--- config.mk ---
export PLATFORM = sky130hd
export DESIGN_NAME = sym_vn_lut_loader
export DESIGN_NICKNAME = d
export VERILOG_FILES = /design/src/rtl/sym_vn_lut_loader.sv
export SDC_FILE = /design/constraint.sdc
export NUM_CORES = 1
export LEC_CHECK = 0
export ABC_CLOCK_PERIOD_IN_PS = 1650
export BUFFER_PORTS_ARGS = -buffer_cell sky130_fd_sc_hd__buf_2
export CORE_MARGIN = 3
export CORE_UTILIZATION = 41
export DETAILED_ROUTE_END_ITERATION = 16
export PLACE_DENSITY_LB_ADDON = 0.05
export SYNTH_ARGS = -nofsm -noshare
export SYNTH_HDL_FRONTEND = slang
export SYNTH_SLANG_ARGS = --single-unit
--- constraint.sdc ---
create_clock -name write_clk -period 1.65 [get_ports write_clk]
set_input_delay 0.0825 -clock write_clk [delete_from_list [all_inputs] [get_ports write_clk]]
set_output_delay 0.0825 -clock write_clk [all_outputs]
set_load 0.05 [all_outputs]
--- src/rtl/sym_vn_lut_loader.sv ---
// Purpose : pairs a serial stream of 4-bit IB-LUT entries into bank0/bank1 page writes for sym_vn_lut_in.
// Latency : one page write every 3 cycles at full rate; done pulses 3*PAGE_NUM+1 cycles after start.
// Backpressure: in_valid low stalls the load indefinitely; in_ready drops during the page-write cycle.
//
// Ports:
//   write_clk, rstn          clock (rising edge) and async active-low reset
//   start/start_offset/commit  begin a load of one offset half; commit flips the read half on done
//   abort                    cancel the load in progress (no rollback of pages already written)
//   in_data/in_valid/in_ready  entry stream, index order k = {y0[2:0], y1[3:0]}
//   lut_in_bank0/1, page_write_addr, write_addr_offset, we   page write port
//   read_addr_offset         active read half seen by sym_vn_lut_in
//   busy, done               load in progress, 1-cycle completion pulse
module sym_vn_lut_loader #(
  parameter int DATA_W   = 4,
  parameter int PAGE_NUM = 64,
  parameter int PAGE_AW  = 6
) (
  input  logic               write_clk,
  input  logic               rstn,
  input  logic               start,
  input  logic               start_offset,
  input  logic               commit,
  input  logic               abort,
  input  logic [DATA_W-1:0]  in_data,
  input  logic               in_valid,
  output logic               in_ready,
  output logic [DATA_W-1:0]  lut_in_bank0,
  output logic [DATA_W-1:0]  lut_in_bank1,
  output logic [PAGE_AW-1:0] page_write_addr,
  output logic               write_addr_offset,
  output logic               we,
  output logic               read_addr_offset,
  output logic               busy,
  output logic               done
);

  typedef enum logic [2:0] {
    S_IDLE,
    S_EVEN,
    S_ODD,
    S_WR,
    S_DONE
  } state_t;

  localparam logic [PAGE_AW-1:0] LAST_PAGE = PAGE_AW'(PAGE_NUM - 1);

  state_t              state;
  logic [PAGE_AW-1:0]  page;
  logic [DATA_W-1:0]   even_q;    // bank0 entry held until its odd partner arrives
  logic                commit_q;

  // All outputs are registered: each transition sets the values that belong
  // to the state being entered, so in_ready/busy/we/done never glitch.
  always_ff @(posedge write_clk or negedge rstn) begin
    if (!rstn) begin
      state             <= S_IDLE;
      page              <= '0;
      even_q            <= '0;
      commit_q          <= 1'b0;
      in_ready          <= 1'b0;
      lut_in_bank0      <= '0;
      lut_in_bank1      <= '0;
      page_write_addr   <= '0;
      write_addr_offset <= 1'b0;
      we                <= 1'b0;
      read_addr_offset  <= 1'b0;
      busy              <= 1'b0;
      done              <= 1'b0;
    end else begin
      we   <= 1'b0;
      done <= 1'b0;
      case (state)
        S_IDLE: begin
          if (start) begin
            write_addr_offset <= start_offset;
            commit_q          <= commit;
            page              <= '0;
            in_ready          <= 1'b1;
            busy              <= 1'b1;
            state             <= S_EVEN;
          end
        end
        S_EVEN: begin
          if (abort) begin
            in_ready <= 1'b0;
            busy     <= 1'b0;
            state    <= S_IDLE;
          end else if (in_valid) begin
            even_q <= in_data;
            state  <= S_ODD;
          end
        end
        S_ODD: begin
          // abort wins over a simultaneous accept: the pair is dropped
          if (abort) begin
            in_ready <= 1'b0;
            busy     <= 1'b0;
            state    <= S_IDLE;
          end else if (in_valid) begin
            lut_in_bank0    <= even_q;
            lut_in_bank1    <= in_data;
            page_write_addr <= page;
            we              <= 1'b1;
            in_ready        <= 1'b0;
            state           <= S_WR;
          end
        end
        S_WR: begin
          if (abort) begin
            busy  <= 1'b0;
            state <= S_IDLE;
          end else if (page == LAST_PAGE) begin
            done  <= 1'b1;
            state <= S_DONE;
          end else begin
            page     <= page + PAGE_AW'(1);
            in_ready <= 1'b1;
            state    <= S_EVEN;
          end
        end
        S_DONE: begin
          if (commit_q) read_addr_offset <= write_addr_offset;
          busy  <= 1'b0;
          state <= S_IDLE;
        end
        default: begin
          in_ready <= 1'b0;
          busy     <= 1'b0;
          state    <= S_IDLE;
        end
      endcase
    end
  end

endmodule

==> run metrics, run 1 <==
ys async rst share 1.000; top layer in use met4; commonest non-fill, non-tap cell in the layout dfrtp_1; IR drop worst, VDD 0.6242 mV; Slew Limit Fails 0; TritonCTS clock tree done; Clock Latency Late Sink 0.28 ns; largest net degree at the start of global routing 35; Initial DRT Pass Iterations 4; # clock sinks 34; initial core utilization 0.4447; Syn Area/Cell 12.43 um^2; Net Count, Synth 137; ratio of cells with drive above 1 in the final layout 0.4529; critical path startpoint state[1]; grt total ovfl 0; Die ar. 4565 um^2; WL met2 1397 um; crit path capture type flip-flop; PortBufs 30; RePlAce Congestion 0.8407; chip width 67.57 um; die height 67.57 um; sequential area share after synthesis 0.5475; HP Class input port to flip-flop; Fin Clk Skew 0.006176 ns; Netlist cell types 33; Setup Crit Path Kind flip-flop to flip-flop; reg2reg start state[1]; clock-pin transition on the worst setup and hold timing paths 0.07 ns; P&R area growth vs syn 23.19%; setup TNS 0 ns; slack of the critical path 0.1356 ns; CTS Buf Count 5; Power Density 1416 nW/um^2; Tcrit/Tclk final 0.9178; ANT cells 0; RSZ-0062 raised after global routing no; H-tree depth 2; CP arrival 1.68 ns; synthesized cell area 1554 um^2; final-layout fill cell count 315; Core Box Area 3495 um^2; Setup Buffers After CTS 0; CTS root buffer clkbuf_8; maxcap violations 0; metal3 WL 124 um; Final Critical Period 1.514 ns; yosys warns 0; Antenna Nets Post-Route 0; hold path start start_offset; layout net count 181; predominant post-synthesis flop cell dfrtp_1; detailed-route via count 1067; Total Routing Usage GR 0.1369; Setup violations, final 0; # DRC 0; Final Hold Viols 0; I/O Pins 31; wire length per cell 12.96 um; FF-to-FF setup slack 0.14 ns; Max Fanout on Critical Path 16; most frequent cells in the layout dfrtp_1 (32), buf_2 (30), mux2_2 (14), nor2_1 (12), buf_4 (10); Fmax 0.6603 GHz; Req. time, crit path 1.81 ns; via-per-instance ratio 4.940; global-route wire length before repair 4740 um; worst-margin pin slew 0.7320 ns; vias in the first global route 1088; num rows 21; initial antenna violation count 0; cells after synthesis 125; Total Wirelength 2799 um; Post-DP HPWL 2141 um; M1 WL 1268 um; flops & latches, synth 34; status completed; Static Leakage 0.9685 nW; critical path startpoint category flip-flop; number of synthesized flops with an enable pin 0; number of DRC markers in iteration 0 42; dpl ws 0.06203 ns; Clock Tree Buf Depth 2; Max-slew headroom 0.5120
## per-stage QoR
stage                     utilization  area [um^2]  std cells  hold slack (ns)  power, mW
after floorplan                     -         1554        125          -0.2131      1.870
after global placement         0.5170         1807        207           0.1844      2.090
after detailed placement       0.5170         1807        207           0.1915      2.117
after CTS                      0.5471         1912        216          0.03286      2.743
after global routing           0.5478         1914        216          0.04414      2.862
final                          0.5478         1914        216          0.03850      2.710
## worst max-delay path, stage by stage (launching register included)
cell      delay, ns
dfrtp_2        0.46
nand3b_1       0.11
or3_1          0.36
buf_12         0.17
mux2_4         0.29
## cells by family after synthesis
family | after synthesis | synth area share
flops | 34 | 0.5475
xor+xnor | 1 | 0.005637
simple gates | 39 | 0.1457
buf+inv | 9 | 0.04186
mux | 22 | 0.1755
compound gates | 19 | 0.07570
fa+ha+maj | 1 | 0.008050
## flip-flops by register name, summed over array words and instances, names as in the netlist
signal	flops
commit_q	1
write_addr_offset	1
page_write_addr	6
we	1
state	3
busy	1
lut_in_bank1	4
in_ready	1
lut_in_bank0	4
even_q	4
page	6
done	1
read_addr_offset	1
## what timing repair did
item | CTS | global route
setup endpoints to repair | 0 | 14
gates resized for setup | 0 | 2
endpoints found under the hold margin | 34 | 0
hold buffers | 1 | 0
## power by group
part	switching, mW	leakage, nW	total (mW)	internal (mW)
registers	0.111	0.441	1.13	1.02
clock network	0.289	0.0472	0.624	0.335
logic	0.621	0.480	0.953	0.332
## cell type report
| class | instances | area, um^2 | area share |
|---|---|---|---|
| sequential | 34 | 853.3 | 0.4458 |
| clock inverter | 2 | 12.51 | 0.006536 |
| tap | 46 | 57.56 | 0.03007 |
| timing repair buffer | 42 | 255.2 | 0.1333 |
| clock buffer | 6 | 82.58 | 0.04314 |
| multi-input combinational | 82 | 638.1 | 0.3333 |
| inverter | 4 | 15.01 | 0.007843 |
## Yosys cell counts, types with 2 or more instances
cell type,instances,share of area
inv_1,4,0.0097
dfrtp_1,34,0.55
nand2b_1,2,0.0081
nand3_1,5,0.016
buf_6,4,0.029
nor2b_1,4,0.016
mux2_4,7,0.068
nor2_1,12,0.029
nand3b_1,2,0.0097
a21oi_1,4,0.013
mux2_2,14,0.10
o21ai_0,7,0.023
nand2_1,6,0.014
## routing by layer
metal / GRT usage / up-vias
met3: 0.03993 / 2
li1: - / 525
met1: 0.1728 / 519
met4: 0.03038 / 0
met5: 0 / -
met2: 0.2309 / 21
## worst paths after layout
path                       cells past startpoint                 end
max                                            4  page_write_addr[1]
min                                            2   write_addr_offset
max reg2reg                                    4  page_write_addr[1]
min reg2reg                                    2  page_write_addr[2]
max in group asynchronous                      2            state[0]
min in group asynchronous                      2  page_write_addr[5]
Note: power is estimated with default switching activity, not from simulation.
==> inputs of run 2 (changes only) <==
Settings changed: ABC_CLOCK_PERIOD_IN_PS 1650 to 1490, CORE_MARGIN 3 to not set.
Clock period 1.65 ns to 1.49 ns, I/O delays scaled along.
==> run 2 against run 1 <==
  * The run now ends with setup timing left
  * Total power increased by 14%
  * Sequential power is 11% higher
  * Maximum frequency rose by 0.96%
  * Clock power grew 11%
  * Non-clock buffer count rose by 12
  * Count of clock-buffer cells in the layout stayed put
  * Critical path depth stayed put
  * Clock skew up 0.0010 ns
  * Final area increased by 7.9%
  * Critical path type unchanged
  * Hold slack worse by 0.0091 ns
  * Register-to-register slack worse by 0.15 ns
  * Sequential cell count unchanged
==> run metrics, run 2 (synthesis gave the netlist of run 1 again) <==
final instance area 2066 um^2 (+7.9%); top flop regs page (6), page_write_addr (6); via-per-instance ratio 4.970 (+0.60%); ratio of cells with drive above 1 in the final layout 0.5385 (+0.08552); failing checks setup timing; CP max-delay cell dfrtp_1; HP Class input port to flip-flop; Finished Layout Cells 230 (+6.5%); crit path capture type flip-flop; # DRC 0 (unchanged); CTS root buffer clkbuf_8; Initial DRT Pass Iterations 4 (unchanged); grt total ovfl 0 (unchanged); Total Routing Usage GR 0.1629 (+0.02600); Clock Tree Buf Depth 2 (unchanged); TritonCTS clock tree done; number of DRC markers in iteration 0 33 (-21%); most frequent cells in the layout dfrtp_1 (32), buf_2 (30), buf_4 (18), nor2_1 (12), mux2_2 (12); worst path cell trace buf_4, or3_4, buf_12, mux2_4; layout net count 193 (+6.6%); CP arrival 1.66 ns (-0.02 ns); Placed Area 1869 um^2 (+3.5%); Post-DP HPWL 2032 um (-5.1%); initial core utilization 0.4245 (-0.02021); H-tree depth 2 (unchanged); Power Density 1495 nW/um^2 (+5.6%); Max-slew headroom 0.7207 (+0.2088); Static Leakage 1.045 nW (+7.9%); worst-margin pin slew 0.4189 ns (-0.3131 ns); vias in the first global route 1134 (+4.2%); RSZ-0062 raised after global routing yes; clock-pin transition on the worst setup and hold timing paths 0.07 ns (about the same); initial antenna violation count 0 (unchanged); Setup violations, final 5 (+5); detailed-route via count 1143 (+7.1%); P&R area growth vs syn 32.93%; Total Wirelength 2924 um (+4.5%); final core utilization 0.5643 (+0.01645); maxcap violations 0 (unchanged); chip width 63.57 um (-5.9%); Clock Latency Late Sink 0.28 ns (about the same); num rows 22 (+4.8%); Max Fanout on Critical Path 16 (unchanged); clock share of power 0.223 (-0.007); Cells after DPL 217 (+4.8%); Comb pwr share 0.372 (+0.020); Internal 1.938 mW (+15%); status complete, but fails checks; Switching Share 0.3726 (-0.003858); Antenna Nets Post-Route 0 (unchanged); RePlAce Congestion 0.8075 (-3.9%); Fmax 0.6667 GHz (+0.96%); Final Critical Period 1.500 ns (-0.01447 ns); Tcrit/Tclk final 1.007 (+0.08885); wire length per cell 12.71 um (-1.9%); Die ar. 4041 um^2 (-11%); Final Hold Viols 0 (unchanged); ANT cells 0 (unchanged); Psw 1.151 mW (+13%); die height 63.57 um (-5.9%); largest net degree at the start of global routing 35 (unchanged); # clock sinks 34 (unchanged); Slew Limit Fails 0 (unchanged); Top delay family on crit path flip-flops; Core Box Area 3661 um^2 (+4.8%); count of buffer and inverter cells on the critical path 2 (+1); sequential share of power 0.404 (-0.014); IR drop worst, VDD 0.5521 mV (-12%); Min Hold Slack 0.02941 ns (-0.009093 ns); I/O Pins 31 (unchanged); CTS Buf Count 5 (unchanged); global-route wire length before repair 5133 um (+8.3%); critical path startpoint category flip-flop; Largest stage delay, worst path 0.41 ns (-0.05 ns); Req. time, crit path 1.65 ns (-0.16 ns); Fin Clk Skew 0.007188 ns (+0.001012 ns); FF-to-FF setup slack -0.01 ns (-0.15 ns); Setup Crit Path Kind flip-flop to flip-flop; slack of the critical path -0.009909 ns (-0.1455 ns); dpl ws -0.03848 ns (-0.1005 ns); total power 3.089 mW (+14%); PortBufs 30 (unchanged); commonest non-fill, non-tap cell in the layout dfrtp_1; setup TNS -0.02892 ns (-0.02892 ns)
==> run 2: cell count changes in the layout (fill, tap and decap cells not counted), moves of 2 or more <==
cell     before  now
mux2_4        7    9
o21ai_0       7    5
buf_6         0    4
nand3_2       0    3
buf_4        10   18
mux2_2       14   12
nand3_1       5    2
==> run 2: power groups by stage <==
stage | registers [mW] | clock network [mW] | logic [mW]
finish | 1.25 | 0.690 | 1.15
global route | 1.28 | 0.757 | 1.22
CTS | 1.25 | 0.719 | 1.12
detailed placement | 1.26 | 0 | 1.10
global placement | 1.25 | 0 | 1.09
floorplan | 1.73 | 0 | 0.342
==> run 2: layout make-up <==
type	instances	area, um^2
clock buffers	6	82.58
multi-input cells	82	681.9
clock inverters	2	12.51
well taps	48	60.06
fillers	335	1595
inverters	4	15.01
repair buffers	54	360.3
flip-flops and latches	34	853.3
==> run 2: worst reg2reg max path, cell delays in order (launching register included) <==
cell and delay, ns:
dfrtp_1 0.41, buf_4 0.15, or3_4 0.37, buf_12 0.16
mux2_4 0.30
==> run 2: worst paths after layout <==
kind                                       to  cells after the start          startpoint
setup reg to reg           page_write_addr[0]                      4            state[2]
hold / removal              write_addr_offset                      2        start_offset
hold reg to reg            page_write_addr[2]                      2  page_write_addr[2]
max in group asynchronous            state[0]                      3                rstn
min in group asynchronous     lut_in_bank0[3]                      3                rstn
setup / recovery           page_write_addr[0]                      4            state[2]
==> run 2: repair_timing <==
action | 4_1_cts | 5_1_grt
resized for setup | 3 | 16
hold buffers | 1 | 0
setup buffers | 2 | 2
hold endpoints to repair | 34 | 0
pin swaps | 0 | 6
setup endpoints to repair | 12 | 24
cloned | 0 | 0
==> run 2: routing by layer <==
layer / vias to the layer above / track usage / wire length (um)
met5: - / 0 / 0
met4: 0 / 0.05966 / 38
met3: 4 / 0.04348 / 93
met2: 19 / 0.2566 / 1460
met1: 574 / 0.2131 / 1332
li1: 546 / - / -
==> inputs of run 3 (changes only) <==
Settings changed: MAX_ROUTING_LAYER set to met4, SKIP_CTS_REPAIR_TIMING set to 1.
==> run 3 against run 2 <==
  * The run now ends clean
  * Final cell count is the same
  * Global-route usage grew 0.46 points
  * First-iteration DRC count shrank 6.1%
  * Sequential cell count is the same
  * Total power is essentially flat
  * Final area shrank 0.30%
  * Count of clock-buffer cells in the layout is the same
  * Sequential share of layout area grew 0.13 points
  * Hold slack is essentially flat
  * Combinational power is essentially flat
  * Die area is the same
  * Maximum frequency grew 1.8%
  * Largest cell class unchanged
  * Largest power group unchanged
==> run metrics, run 3 (synthesis gave the netlist of run 1 again) <==
status completed; detailed-route via count 1132 (-0.96%); Max-slew headroom 0.7178 (-0.002887); initial antenna violation count 0 (unchanged); P&R area growth vs syn 32.53%; IR drop worst, VDD 0.5546 mV (+0.46%); Post-DP HPWL 2032 um (unchanged); Max Fanout on Critical Path 16 (unchanged); setup TNS 0 ns (+0.02892 ns); RePlAce Congestion 0.8194 (+1.5%); vias in the first global route 1127 (-0.62%); Total Routing Usage GR 0.1676 (+0.004648); I/O Pins 31 (unchanged); Comb pwr share 0.372 (about the same); reg2reg start state[1]; wire length per cell 12.60 um (-0.92%); total power 3.087 mW (about the same); number of DRC markers in iteration 0 31 (-6.1%); Die ar. 4041 um^2 (unchanged); Final Critical Period 1.474 ns (-0.02603 ns); Setup violations, final 0 (-5); most frequent cells in the layout dfrtp_1 (32), buf_2 (31), buf_4 (18), nor2_1 (12), mux2_2 (12); Static Leakage 1.042 nW (-0.27%); TritonCTS clock tree done; # DRC 0 (unchanged); critical path startpoint state[1]; Switching Share 0.3736 (+0.0009296); maxcap violations 0 (unchanged); Final Hold Viols 0 (unchanged); HP Class input port to flip-flop; clock-pin transition on the worst setup and hold timing paths 0.07 ns (about the same); CP arrival 1.63 ns (-0.03 ns); Min Hold Slack 0.02918 ns (-0.0002317 ns); via-per-instance ratio 4.922 (-0.96%); num rows 22 (unchanged); initial core utilization 0.4245 (unchanged); Internal 1.934 mW (-0.22%); Setup Crit Path Kind flip-flop to flip-flop; ANT cells 0 (unchanged); Multi-input gate area 681.9 um^2 (unchanged); H-tree depth 2 (unchanged); top flop regs page (6), page_write_addr (6); grt total ovfl 0 (unchanged); Register Area 853.3 um^2 (unchanged); RSZ-0062 raised after global routing yes; sequential share of power 0.405 (about the same); RR Endpoint page_write_addr[1]; dpl ws -0.03848 ns (unchanged); Fmax 0.6785 GHz (+1.8%); critical path startpoint category flip-flop; worst reg2reg path depth 4 (unchanged); Slew Limit Fails 0 (unchanged); chip width 63.57 um (unchanged); # clock sinks 34 (unchanged); PortBufs 30 (unchanged); Setup crit end page_write_addr[1]; Tcrit/Tclk final 0.9892 (-0.01747); Total Wirelength 2897 um (-0.92%); Fin Clk Skew 0.006472 ns (-0.0007158 ns); layout net count 193 (unchanged); clock share of power 0.224 (about the same); slack of the critical path 0.01612 ns (+0.02603 ns); Antenna Nets Post-Route 0 (unchanged); Req. time, crit path 1.65 ns (about the same); Clock Tree Buf Depth 2 (unchanged); die height 63.57 um (unchanged); CTS root buffer clkbuf_8; commonest non-fill, non-tap cell in the layout dfrtp_1; Placed Area 1869 um^2 (unchanged); ratio of cells with drive above 1 in the final layout 0.5385 (unchanged); final-layout fill cell count 332 (-0.90%); final instance area 2059 um^2 (-0.30%); Clock Latency Late Sink 0.28 ns (about the same); crit path capture type flip-flop; CTS Buf Count 5 (unchanged); Psw 1.153 mW (+0.18%); FF-to-FF setup slack 0.02 ns (+0.03 ns); largest net degree at the start of global routing 35 (unchanged); Initial DRT Pass Iterations 4 (unchanged); Core Box Area 3661 um^2 (unchanged); global-route wire length before repair 5126 um (-0.14%); Power Density 1499 nW/um^2 (+0.23%); worst-margin pin slew 0.4232 ns (+0.004331 ns)
==> run 3: critical path: stages (launching register included) <==
cell and delay (ns):
dfrtp_2 0.43, nand3b_1 0.12, or3_4 0.35, buf_12 0.16, mux2_4 0.29
==> run 3: cell type report <==
type | instances | area share
clock buffer | 6 | 0.04010
multi-input combinational | 82 | 0.3311
tap | 48 | 0.02916
timing repair buffer | 54 | 0.1719
inverter | 4 | 0.007290
clock inverter | 2 | 0.006075
sequential | 34 | 0.4143
==> run 3: worst min-delay path by stage <==
stage / startpoint / end / slack, ns / cells after the start
2_1_floorplan: rstn / busy / -0.22 / 0
3_3_place_gp: rstn / page_write_addr[1] / 0.12 / 2
3_5_place_dp: rstn / page_write_addr[1] / 0.13 / 2
4_1_cts: rstn / lut_in_bank0[3] / -0.17 / 2
5_1_grt: start_offset / write_addr_offset / 0.04 / 2
6_report: start_offset / write_addr_offset / 0.03 / 2
==> run 3: layer usage <==
layer  share of wire  GRT usage
met1            0.46     0.2143
met2            0.49     0.2553
met3           0.035    0.04348
met5               0          -
met4           0.013    0.05966
==> run 3: stage by stage <==
step	std cells	utilization
after floorplan	125	-
after global placement	217	0.5106
after detailed placement	217	0.5106
after CTS	225	0.5366
after global routing	230	0.5625
final	230	0.5625
==> run 3: power groups by stage <==
stage	clock (mW)	combinational [mW]	sequential, mW
floorplan	0	0.342	1.73
global placement	0	1.09	1.25
detailed placement	0	1.10	1.26
CTS	0.719	1.10	1.25
global route	0.757	1.22	1.28
finish	0.691	1.15	1.25
